## src/rtl/text_console_ctrl.sv

```systemverilog
// Console controller: byte stream in, cursor/attribute state, text RAM writes.
// Ports: clk_pix, reset (async low), in_valid/in_data/in_ready, ram_ce/ram_addr/ram_data, cur_col/cur_row, busy.
module text_console_ctrl #(
  parameter int          COLS         = 100,
  parameter int          ROWS         = 30,
  parameter logic [7:0]  DEFAULT_ATTR = 8'hF0
) (
  input  logic        clk_pix,
  input  logic        reset,
  input  logic        in_valid,
  input  logic [7:0]  in_data,
  output logic        in_ready,
  output logic        ram_ce,
  output logic [11:0] ram_addr,
  output logic [15:0] ram_data,
  output logic [6:0]  cur_col,
  output logic [4:0]  cur_row,
  output logic        busy
);

  localparam logic [11:0] COLS12   = 12'(COLS);
  localparam logic [11:0] CELLS12  = 12'(ROWS * COLS);
  localparam logic [6:0]  LAST_COL = 7'(COLS - 1);
  localparam logic [4:0]  LAST_ROW = 5'(ROWS - 1);

  typedef enum logic [1:0] {
    CLR_ALL,
    IDLE,
    ESC,
    CLR_ROW
  } state_t;

  state_t      r_state, w_state;
  logic [6:0]  r_col, w_col;
  logic [4:0]  r_row, w_row;
  logic [11:0] r_base, w_base;
  logic [11:0] r_cnt, w_cnt;
  logic [7:0]  r_attr, w_attr;
  logic        r_ce, w_ce;
  logic [11:0] r_addr, w_addr;
  logic [15:0] r_data, w_data;
  logic        r_ready, w_ready;
  logic        r_busy, w_busy;

  logic        w_acc;
  logic        w_print;
  logic        w_wrap;
  logic [4:0]  w_nl_row;
  logic [11:0] w_nl_base;
  logic [15:0] w_blank;

  assign w_acc     = in_valid && r_ready;
  assign w_print   = (in_data >= 8'h20) && (in_data <= 8'h7E);
  assign w_wrap    = (r_row == LAST_ROW);
  assign w_nl_row  = w_wrap ? 5'd0 : r_row + 5'd1;
  assign w_nl_base = w_wrap ? 12'd0 : r_base + COLS12;
  assign w_blank   = {r_attr, 8'h20};

  always_comb begin
    w_state = r_state;
    w_col   = r_col;
    w_row   = r_row;
    w_base  = r_base;
    w_cnt   = r_cnt;
    w_attr  = r_attr;
    w_ce    = 1'b0;
    w_addr  = r_addr;
    w_data  = r_data;
    unique case (r_state)
      IDLE: begin
        if (w_acc) begin
          if (w_print) begin
            w_ce   = 1'b1;
            w_addr = r_base + {5'd0, r_col};
            w_data = {r_attr, 1'b0, in_data[6:0]};
            if (r_col < LAST_COL) begin
              w_col = r_col + 7'd1;
            end else begin
              // autowrap: cell write goes out now, row clear follows
              w_col   = 7'd0;
              w_row   = w_nl_row;
              w_base  = w_nl_base;
              w_cnt   = 12'd0;
              w_state = CLR_ROW;
            end
          end else begin
            case (in_data)
              8'h0A: begin
                // first clear write is issued on the accepting edge
                w_col   = 7'd0;
                w_row   = w_nl_row;
                w_base  = w_nl_base;
                w_ce    = 1'b1;
                w_addr  = w_nl_base;
                w_data  = w_blank;
                w_cnt   = 12'd1;
                w_state = CLR_ROW;
              end
              8'h0D: w_col = 7'd0;
              8'h08: begin
                if (r_col != 7'd0) w_col = r_col - 7'd1;
              end
              8'h0C: begin
                w_ce    = 1'b1;
                w_addr  = 12'd0;
                w_data  = w_blank;
                w_cnt   = 12'd1;
                w_state = CLR_ALL;
              end
              8'h1B: w_state = ESC;
              default: ;
            endcase
          end
        end
      end
      ESC: begin
        if (w_acc) begin
          w_attr  = in_data;
          w_state = IDLE;
        end
      end
      CLR_ROW: begin
        // one idle edge after the last write keeps in_ready low through it
        if (r_cnt == COLS12) begin
          w_state = IDLE;
        end else begin
          w_ce   = 1'b1;
          w_addr = r_base + r_cnt;
          w_data = w_blank;
          w_cnt  = r_cnt + 12'd1;
        end
      end
      CLR_ALL: begin
        if (r_cnt == CELLS12) begin
          w_state = IDLE;
          w_col   = 7'd0;
          w_row   = 5'd0;
          w_base  = 12'd0;
        end else begin
          w_ce   = 1'b1;
          w_addr = r_cnt;
          w_data = w_blank;
          w_cnt  = r_cnt + 12'd1;
        end
      end
    endcase
    w_ready = (w_state == IDLE) || (w_state == ESC);
    w_busy  = (w_state == CLR_ALL) || (w_state == CLR_ROW);
  end

  always_ff @(posedge clk_pix or negedge reset) begin
    if (!reset) begin
      r_state <= CLR_ALL;
      r_col   <= 7'd0;
      r_row   <= 5'd0;
      r_base  <= 12'd0;
      r_cnt   <= 12'd0;
      r_attr  <= DEFAULT_ATTR;
      r_ce    <= 1'b0;
      r_addr  <= 12'd0;
      r_data  <= 16'd0;
      r_ready <= 1'b0;
      r_busy  <= 1'b1;
    end else begin
      r_state <= w_state;
      r_col   <= w_col;
      r_row   <= w_row;
      r_base  <= w_base;
      r_cnt   <= w_cnt;
      r_attr  <= w_attr;
      r_ce    <= w_ce;
      r_addr  <= w_addr;
      r_data  <= w_data;
      r_ready <= w_ready;
      r_busy  <= w_busy;
    end
  end

  assign in_ready = r_ready;
  assign ram_ce   = r_ce;
  assign ram_addr = r_addr;
  assign ram_data = r_data;
  assign cur_col  = r_col;
  assign cur_row  = r_row;
  assign busy     = r_busy;

endmodule

```

## config.mk

```make
export PLATFORM = sky130hd
export DESIGN_NAME = text_console_ctrl
export DESIGN_NICKNAME = d
export VERILOG_FILES = /design/src/rtl/text_console_ctrl.sv
export SDC_FILE = /design/constraint.sdc
export NUM_CORES = 1
export LEC_CHECK = 0
export CAP_MARGIN = 30
export CORE_AREA = 2 2 107 109
export CTS_CLUSTER_SIZE = 10
export DETAILED_ROUTE_END_ITERATION = 7
export DIE_AREA = 0 0 109 111
export PLACE_DENSITY_LB_ADDON = 0.12
export SLEW_MARGIN = 20
export SYNTH_ARGS = -nofsm -noshare
export SYNTH_HDL_FRONTEND = slang
export SYNTH_SLANG_ARGS = --single-unit
export TNS_END_PERCENT = 20
```

## constraint.sdc

```tcl
create_clock -name clk_pix -period 4.5 [get_ports clk_pix]
set_input_delay 0.9 -clock clk_pix [delete_from_list [all_inputs] [get_ports clk_pix]]
set_output_delay 0.9 -clock clk_pix [all_outputs]
set_load 0.02 [all_outputs]
```

==> results_dict.tcl <==
set metrics [dict create \
    status "completed" \
    hpwl_mm 11.5 \
    synth_compound_area_frac 0.260 \
    clock.fmax_mhz 292 \
    synth-adder-area-share 0.0769 \
    min-delay-path-class "register to register" \
    start_util 0.488 \
    antenna_found_initial 0 \
    drc 0 \
    cp-end-kind "register" \
    maxCapViolCount 0 \
    vias 5035 \
    synthSimpleGateAreaFrac 0.220 \
    antenna_cells 0 \
    chipWidth_um 109 \
    synth_top_flop_cell "dfrtp_1" \
    grt_use_total 0.280 \
    power_frac_comb 0.532 \
    cts_root_buf "clkbuf_16" \
    dr.first_iter.drc_count 457 \
    power_switching_w 0.00199 \
    worstMarginPinSlew_ps 773 \
    rsz0062_at_grt "false" \
    synth.cell_area_um2 5400 \
    avgSynthCellArea_um2 8.63 \
    crit_type "input port to register" \
    fin_nets 708 \
    cts_buffer_depth 2 \
    place_area_um2 6030 \
    yosys_warnings 0 \
    area_growth_pct 17.3 \
    setup_violations 0 \
    syn-num-nets 669 \
    drtPass1Iterations 5 \
    required_ps 4720 \
    fp.dieArea_um2 12100 \
    row_count 39 \
    async_flop_share 1.00 \
    path_clk_slew_ps 70 \
    gp_congestion 0.920 \
    wl_per_cell_um 19.5 \
    cts_resized 0 \
    finalClockSkew_ps 9.06 \
    port_buffers 52 \
    coreArea_um2 11100 \
    synth-seq-cells 76 \
    wl_mm 15.9 \
    die_h_um 111 \
    switching_share 0.472 \
    synthXorXnorAreaFrac 0.0292 \
    power_leakage_nw 2.75 \
    p_clk_frac 0.179 \
    p_int_w 0.00223 \
    synth_top_family_by_area "compound AO/OA/AOI/OAI gates" \
    insertion_delay_ps 350 \
    postRouteAntennaNets 0 \
    gr-total-overflow 0 \
    min_period_over_period 0.761 \
    p_seq_frac 0.290 \
    synth_mux_area_frac 0.0225 \
    synthesis.instances 626 \
    fin_crit_ps 3430 \
    grt_pass1_vias 4827 \
    finalMaxSlewViolations 0 \
    arrival_ps 3640 \
    final_layout_size_suffix_gt1_frac 0.0821 \
    post-cts-setup-buffers 0 \
    via_per_inst 6.19 \
    hold_buffers 0 \
    crit_path_start "in_data[5]" \
    synth_edf_count 0 \
    ys_types 80 \
    relSlewSlack 0.471 \
    setup_tns_ps 0 \
    numCtsBuffers 9 \
    hold_viol_final 0 \
    grt_max_degree 49 \
    fin_area_um2 6330 \
    grt_pass1_wl_mm 26.2 \
    cp-start-kind "input port" \
    clock_sinks 76 \
    hold_path.startpoint "ram_data[1]" \
    vdd_drop_max_mv 0.362 \
    htreeDepth 3 \
    path_max_fanout 9 \
    ys_seq_area_frac 0.353 \
    rr_startpoint "r_cnt[0]" \
    p_per_area_nw_per_um2 667 \
    cts_tree "built" \
    io_pins 54 \
]
-- cell usage after synthesis, drive strengths merged, types with 3 or more instances --
cell / number / share of area
a2111oi: 5 / 0.0081
a211o: 4 / 0.0065
a211oi: 5 / 0.0070
a21boi: 4 / 0.0056
a21o: 7 / 0.0097
a21oi: 36 / 0.035
a221oi: 7 / 0.011
a22oi: 3 / 0.0042
a311oi: 3 / 0.0060
a31o: 4 / 0.0065
a31oi: 5 / 0.0069
a32oi: 3 / 0.0049
and2: 12 / 0.014
and3: 14 / 0.016
buf: 9 / 0.010
clkbuf: 21 / 0.015
dfrtp: 71 / 0.33
dfstp: 5 / 0.024
ha: 30 / 0.070
inv: 18 / 0.013
mux2: 9 / 0.019
nand2: 97 / 0.067
nand2b: 5 / 0.0058
nand3: 26 / 0.025
nand4: 8 / 0.0093
nor2: 32 / 0.022
nor2b: 8 / 0.0093
nor3: 6 / 0.0056
nor4: 5 / 0.0058
nor4b: 5 / 0.014
o211ai: 4 / 0.0056
o21a: 7 / 0.0097
o21ai: 59 / 0.055
o221ai: 4 / 0.0065
o22a: 3 / 0.0049
o22ai: 3 / 0.0035
o311ai: 3 / 0.0049
o31a: 4 / 0.0065
o31ai: 14 / 0.019
o41ai: 3 / 0.0063
or3: 6 / 0.0070
xnor2: 6 / 0.0097
xor2: 12 / 0.019
-- critical path: stages --
cell and delay (ps):
clkdlybuf4s50_1 550, nor4b_4 590, a31oi_2 300, a2111oi_0 790, nand2_1 100, nor3_1 330
a211oi_1 90
-- final timing paths --
path / slack [ps] / cells past startpoint / endpoint
max in group asynchronous: 3380 / 2 / r_attr[6]
worst max register to register: 1680 / 9 / ram_addr[10]
worst max-delay path: 1070 / 7 / ram_addr[11]
worst min-delay path: 470 / 2 / ram_data[1]
min in group asynchronous: 500 / 1 / cur_col[2]
worst min register to register: 470 / 2 / ram_data[1]
-- layout by cell type (no fill, tap or decap), types with 4 or more instances in the layout --
| master | instances |
|---|---|
| dfstp_2 | 5 |
| dfrtp_1 | 71 |
| mux2_2 | 9 |
| o31a_1 | 4 |
| nand2b_1 | 5 |
| clkdlybuf4s50_1 | 51 |
| a21boi_0 | 4 |
| o21ai_0 | 58 |
| a21oi_1 | 34 |
| nand3_1 | 25 |
| nor2b_1 | 8 |
| nor3_1 | 6 |
| and3_1 | 14 |
| o31ai_1 | 14 |
| clkbuf_16 | 9 |
| xor2_1 | 12 |
| and2_1 | 9 |
| or3_1 | 6 |
| nand2_1 | 97 |
| a211oi_1 | 5 |
| nand4_1 | 8 |
| a221oi_1 | 7 |
| ha_1 | 30 |
| a21o_1 | 7 |
| buf_4 | 6 |
| inv_1 | 18 |
| a31oi_1 | 4 |
| a211o_1 | 4 |
| o221ai_1 | 4 |
| o21a_1 | 7 |
| xnor2_1 | 6 |
| nor2_1 | 32 |
| nor4_1 | 5 |
| a2111oi_0 | 5 |
| a31o_2 | 4 |
| o211ai_1 | 4 |
-- metal layers --
| layer | share of wire | global-route usage | vias up | routed length [um] |
|---|---|---|---|---|
| met4 | 0.028 | 0.113 | 0 | 445 |
| met3 | 0.049 | 0.0406 | 33 | 784 |
| met5 | 0 | 0 | - | 0 |
| li1 | - | - | 2421 | - |
| met1 | 0.45 | 0.397 | 2413 | 7170 |
| met2 | 0.47 | 0.426 | 168 | 7450 |
-- logic make-up after synthesis --
family                   after synthesis
adder cells (fa/ha/maj)               32
AND/OR/NAND/NOR                      235
flip-flops                            76
buffers and inverters                 48
XOR/XNOR                              18
multiplexers                          11
AO/OA/AOI/OAI                        205
other                                  1
-- flip-flops by register name (all words and copies together), names as in the netlist --
name and cells:
busy 1, cur_col 7, cur_row 5, in_ready 1
r_attr 8, r_base 12, r_cnt 12, r_state 2
ram_addr 12, ram_ce 1, ram_data 15
-- layout make-up --
class                   instances  area [um^2]
clock buffers                   9          225
inverters                      18         67.6
flip-flops and latches         76         1910
clock inverters                 7         80.1
multi-input cells             502         3290
fillers                       981         4740
repair buffers                 58          583
well taps                     143          179
-- power by group through the flow --
| stage | clock (W) | combinational [W] | sequential [W] |
|---|---|---|---|
| 3_3_place_gp | 0 | 0.00220 | 0.00122 |
| 2_1_floorplan | 0 | 0.00138 | 0.00127 |
| 6_report | 0.000754 | 0.00225 | 0.00122 |
| 3_5_place_dp | 0 | 0.00223 | 0.00123 |
| 4_1_cts | 0.000767 | 0.00224 | 0.00122 |
| 5_1_grt | 0.000795 | 0.00249 | 0.00126 |
-- stage by stage --
stage          utilization  worst slack (ps)  cells  hold slack (ps)  total power [W]
3_3_place_gp         0.542               743    796              446          0.00342
5_1_grt              0.572               914    813              501          0.00454
6_report             0.572              1070    813              468          0.00422
2_1_floorplan            -              1960    626              433          0.00265
3_5_place_dp         0.544               760    797              456          0.00346
4_1_cts              0.572              1120    813              471          0.00422
Power figures use the tool's default switching activity.
